<file path="src/rtl/dmem_arbiter.sv">
// Per-cycle arbiter sharing the single-port data RAM between the CPU load/store path and a host/loader port.
// Optional activity counters are compiled in when DMEM_ARB_STATS_EN is defined.
module dmem_arbiter #(
    parameter int ADDR_W     = 14,
    parameter int DATA_W     = 32,
    parameter int MAX_STREAK = 4
) (
    input  logic              clk,
    input  logic              rst,
    input  logic              cpu_req,
    input  logic              cpu_we,
    input  logic [ADDR_W-1:0] cpu_addr,
    input  logic [DATA_W-1:0] cpu_wdata,
    output logic              cpu_gnt,
    output logic              cpu_stall,
    output logic              cpu_rvalid,
    output logic [DATA_W-1:0] cpu_rdata,
    input  logic              host_req,
    input  logic              host_we,
    input  logic [ADDR_W-1:0] host_addr,
    input  logic [DATA_W-1:0] host_wdata,
    output logic              host_gnt,
    output logic              host_ack,
    output logic [DATA_W-1:0] host_rdata,
    output logic              mem_en,
    output logic              mem_we,
    output logic [ADDR_W-1:0] mem_addr,
    output logic [DATA_W-1:0] mem_wdata,
    input  logic [DATA_W-1:0] mem_rdata
`ifdef DMEM_ARB_STATS_EN
    ,
    output logic [31:0]       stat_cpu_gnt,
    output logic [31:0]       stat_host_gnt,
    output logic [31:0]       stat_conflict
`endif
);

    localparam int STREAK_W = $clog2(MAX_STREAK + 1);

    logic [STREAK_W-1:0] streak;
    logic                streak_full;
    logic [1:0]          owner;

    assign streak_full = (streak == STREAK_W'(MAX_STREAK));

    // Grants are forced low during reset so the RAM is never touched while held.
    assign host_gnt  = rst & host_req & (~cpu_req | streak_full);
    assign cpu_gnt   = rst & cpu_req & ~host_gnt;
    assign cpu_stall = cpu_req & ~cpu_gnt;
    assign mem_en    = cpu_gnt | host_gnt;

    always_comb begin
        mem_we    = 1'b0;
        mem_addr  = '0;
        mem_wdata = '0;
        if (host_gnt) begin
            mem_we    = host_we;
            mem_addr  = host_addr;
            mem_wdata = host_wdata;
        end else if (cpu_gnt) begin
            mem_we    = cpu_we;
            mem_addr  = cpu_addr;
            mem_wdata = cpu_wdata;
        end
    end

    // Counts CPU wins while the host is waiting; a full streak hands the next conflict to the host.
    always_ff @(posedge clk or negedge rst) begin
        if (!rst) begin
            streak <= '0;
        end else if (!host_req || host_gnt) begin
            streak <= '0;
        end else if (cpu_gnt && !streak_full) begin
            streak <= streak + 1'b1;
        end
    end

    always_ff @(posedge clk or negedge rst) begin
        if (!rst) begin
            owner <= 2'b00;
        end else begin
            owner <= {host_gnt, cpu_gnt};
        end
    end

    assign cpu_rvalid = owner[0];
    assign host_ack   = owner[1];
    assign cpu_rdata  = owner[0] ? mem_rdata : '0;
    assign host_rdata = owner[1] ? mem_rdata : '0;

`ifdef DMEM_ARB_STATS_EN
    always_ff @(posedge clk or negedge rst) begin
        if (!rst) begin
            stat_cpu_gnt  <= '0;
            stat_host_gnt <= '0;
            stat_conflict <= '0;
        end else begin
            if (cpu_gnt && stat_cpu_gnt != 32'hFFFF_FFFF) begin
                stat_cpu_gnt <= stat_cpu_gnt + 32'd1;
            end
            if (host_gnt && stat_host_gnt != 32'hFFFF_FFFF) begin
                stat_host_gnt <= stat_host_gnt + 32'd1;
            end
            if (cpu_req && host_req && stat_conflict != 32'hFFFF_FFFF) begin
                stat_conflict <= stat_conflict + 32'd1;
            end
        end
    end
`endif

endmodule

</file>
<file path="config.mk">
export PLATFORM = sky130hd
export DESIGN_NAME = dmem_arbiter
export DESIGN_NICKNAME = d
export VERILOG_FILES = /design/src/rtl/dmem_arbiter.sv
export SDC_FILE = /design/constraint.sdc
export NUM_CORES = 1
export LEC_CHECK = 0
export BUFFER_PORTS_ARGS = -buffer_cell sky130_fd_sc_hd__buf_2
export CAP_MARGIN = 20
export CORE_AREA = 2 2 95 97
export DETAILED_ROUTE_END_ITERATION = 6
export DIE_AREA = 0 0 97 99
export SLEW_MARGIN = 20
export SYNTH_ARGS = -nofsm -noshare
export SYNTH_HDL_FRONTEND = slang
export SYNTH_SLANG_ARGS = --single-unit
</file>
<file path="constraint.sdc">
create_clock -name clk -period 4.2 [get_ports clk]
set_input_delay 0.21 -clock clk [delete_from_list [all_inputs] [get_ports clk]]
set_output_delay 0.21 -clock clk [all_outputs]
set_load 0.01 [all_outputs]
</file>
==> flow_summary.toml <==
[timing]
setup_viol = 0
final.setup.tns_ps = 0
slew_headroom_pct = 50.1
fin_skew_ps = 2.02
fin_crit_ps = 2440
rsz0062_at_grt = "no"
slew_violations = 0
hold_violations = 0
worst_pin_slew_ps = 748
clock.fmax_mhz = 410
period_share_pct = 58.1

[synthesis]
synth_top_area_share_pct = 34.6
ys_seq_area_share_pct = 10.5
yosysWarnings = 0
synth.avg_cell_area_um2 = 7.73
synth_seq_cells = 5
syn_inst = 154
yosys.area.top_type = "a22o_1"
synth_ff_type = "dfrtp_1"
async_flop_share_pct = 100
yosysUniqueCellTypes = 20
yosys.cell_count.top_type = "and2_1"
synth_fp_nets = 286
netlist_area_um2 = 1190
synth_edf_count = 0
synth.area.top_cells = "a22o_1, and2_1, dfrtp_1"
synth_common_cells = "and2_1, a22o_1, clkbuf_1"

[worst_setup_path]
r2r_start = "streak[0]"
critPathKind = "in -> out"
cp_top_family = "buffers and inverters"
path_buf_inv = 4
cpMostUsedCell = "buf_2"
start_kind = "input port"
path_max_fanout = 33
arrival_ps = 2230
worstSetupEndpointType = "primary output"
cp_slowest_cell = "a31oi_4"
reg2reg_to = "owner[0]"
reg2reg_depth = 3
worstPathRequired_ps = 3990
path_cells = "dlygate4sd3_1 -> buf_2 -> nand2_1 -> a31oi_4 -> buf_16 -> a22o_1 -> buf_2"
slowest_delay_ps = 530
r2r_setup_slack_ps = 2820

[grt]
grt.total_usage_pct = 10.8
grt_pass1_vias = 1889
grt-ovfl-total = 0
antenna_found_initial = 0
grt_max_degree = 50
grt_pass1_wl_um = 8740

[pwr]
p_leak_nw = 1.64
p_per_area_nw_per_um2 = 136
p_total_mw = 0.350
vdd_ir_drop_max_mv = 0.0332

[min_path]
hp-class = "in -> reg"
min_from = "host_req"
holdPathStages = 2
min_to = "streak[2]"

[floorplanning]
io_pins = 247
initial_core_util_pct = 13.9
die_y_um = 99
die_area_um2 = 9600
die_w_um = 97
core_um2 = 8550
rows = 34

[cells_and_area]
area_growth_pct = 116
drive_above_1_share_pct = 65.0
fillers = 941
finish.net_count = 524
diodes = 0
finalNonFillerCells = 499
multi_input_area_um2 = 971
regArea_um2 = 125

[flow_run]
drv_cap = 0

[detailed_routing]
drt-initial-drc-count = 35
wl_um = 5730
antenna_left = 0
vias = 2024
wl_per_cell_um = 11.5
drc = 0
routed_via_density = 4.06
drt-pass1-iter-count = 4

[placement]
dp.cells = 493
place_hpwl_um = 4840
gp_congestion = 0.786
io_buffer_count = 246

[clock_tree]
numCtsBuffers = 3
htreeDepth = 1
clockRootBuffer = "clkbuf_8"
cts_tree = "yes"
cts_resized = 0
clk_pin_slew_ps = 40
clock_path_buffers = 2
clock_sinks = 5
clk_latency_ps = 220

[status]
status = "completed"
==> per-layer routing <==
| layer | share of wire, % | vias to the layer above | global-route usage, % | wire (um) |
|---|---|---|---|---|
| met5 | 0 | - | 0 | 0 |
| met4 | 0.75 | 0 | 2.82 | 43 |
| met3 | 8.0 | 4 | 2.62 | 460 |
| met2 | 52 | 92 | 19.7 | 2990 |
| met1 | 39 | 901 | 12.5 | 2240 |
| li1 | - | 1027 | - | - |
==> cell families after synthesis <==
| logic type | Yosys count | share of synthesized area, % |
|---|---|---|
| and+or+nand+nor | 76 | 38.9 |
| DFF | 5 | 10.5 |
| buffers and inverters | 18 | 9.35 |
| adders and majority gates | 2 | 2.10 |
| AOI/OAI and AO/OA | 53 | 39.2 |
==> registers in the layout, indices dropped and copies added, names as in the netlist <==
name    cells
streak      3
owner       2
==> cell usage in the layout (no fill, tap or decap) <==
cell type / netlist / final
a21boi_0: 2 / 2
a21boi_2: 1 / 1
a22o_1: 47 / 47
a31oi_4: 0 / 1
and2_1: 64 / 64
buf_12: 0 / 1
buf_16: 0 / 1
buf_2: 5 / 246
clkbuf_1: 6 / 1
clkbuf_8: 0 / 3
dfrtp_1: 5 / 5
dlygate4sd3_1: 0 / 1
ha_1: 2 / 2
inv_1: 2 / 2
nand2_1: 3 / 3
nand2b_1: 2 / 2
nand3_1: 2 / 2
nor2_4: 0 / 1
nor2b_1: 2 / 2
nor3_1: 1 / 1
nor3b_1: 1 / 1
o21a_1: 1 / 1
o31a_1: 1 / 1
==> what timing repair did <==
item,CTS,global route
buffers inserted,0,0
endpoints found under the hold margin,5,0
hold buffers,1,0
==> final cells by class <==
cell class,count,share of cell area (%)
Multi-Input combinational cell,131,37.7
Sequential cell,5,4.86
Tap cell,108,5.25
Clock buffer,4,1.75
Timing Repair Buffer,249,50.1
Inverter,2,0.292
==> metrics by stage <==
stage,instance area (um^2),hold slack [ps],utilization [%],setup WS [ps]
2_1_floorplan,1190,-85.6,-,2610
3_3_place_gp,2470,86.2,28.9,1930
3_5_place_dp,2500,91.4,29.2,1870
4_1_cts,2550,286,29.9,1550
5_1_grt,2570,289,30.1,1560
6_report,2570,287,30.1,1760
==> report_power, final <==
group	internal (mW)	total (mW)	switching [mW]	leakage (nW)
Sequential	0.0499	0.0563	0.00636	0.0676
Clock	0.0652	0.0894	0.0242	0.0228
Combinational	0.111	0.204	0.0928	1.55
Total	0.227	0.350	0.123	1.64
==> worst max-delay path by stage <==
stage / from / end / cells after the start
2_1_floorplan: streak[0] / mem_addr[0] / 7
3_3_place_gp: streak[0] / mem_wdata[8] / 5
3_5_place_dp: streak[0] / mem_wdata[8] / 6
4_1_cts: rst / mem_wdata[8] / 6
5_1_grt: rst / mem_wdata[7] / 7
6_report: rst / mem_wdata[8] / 7
Power figures use the tool's default switching activity.
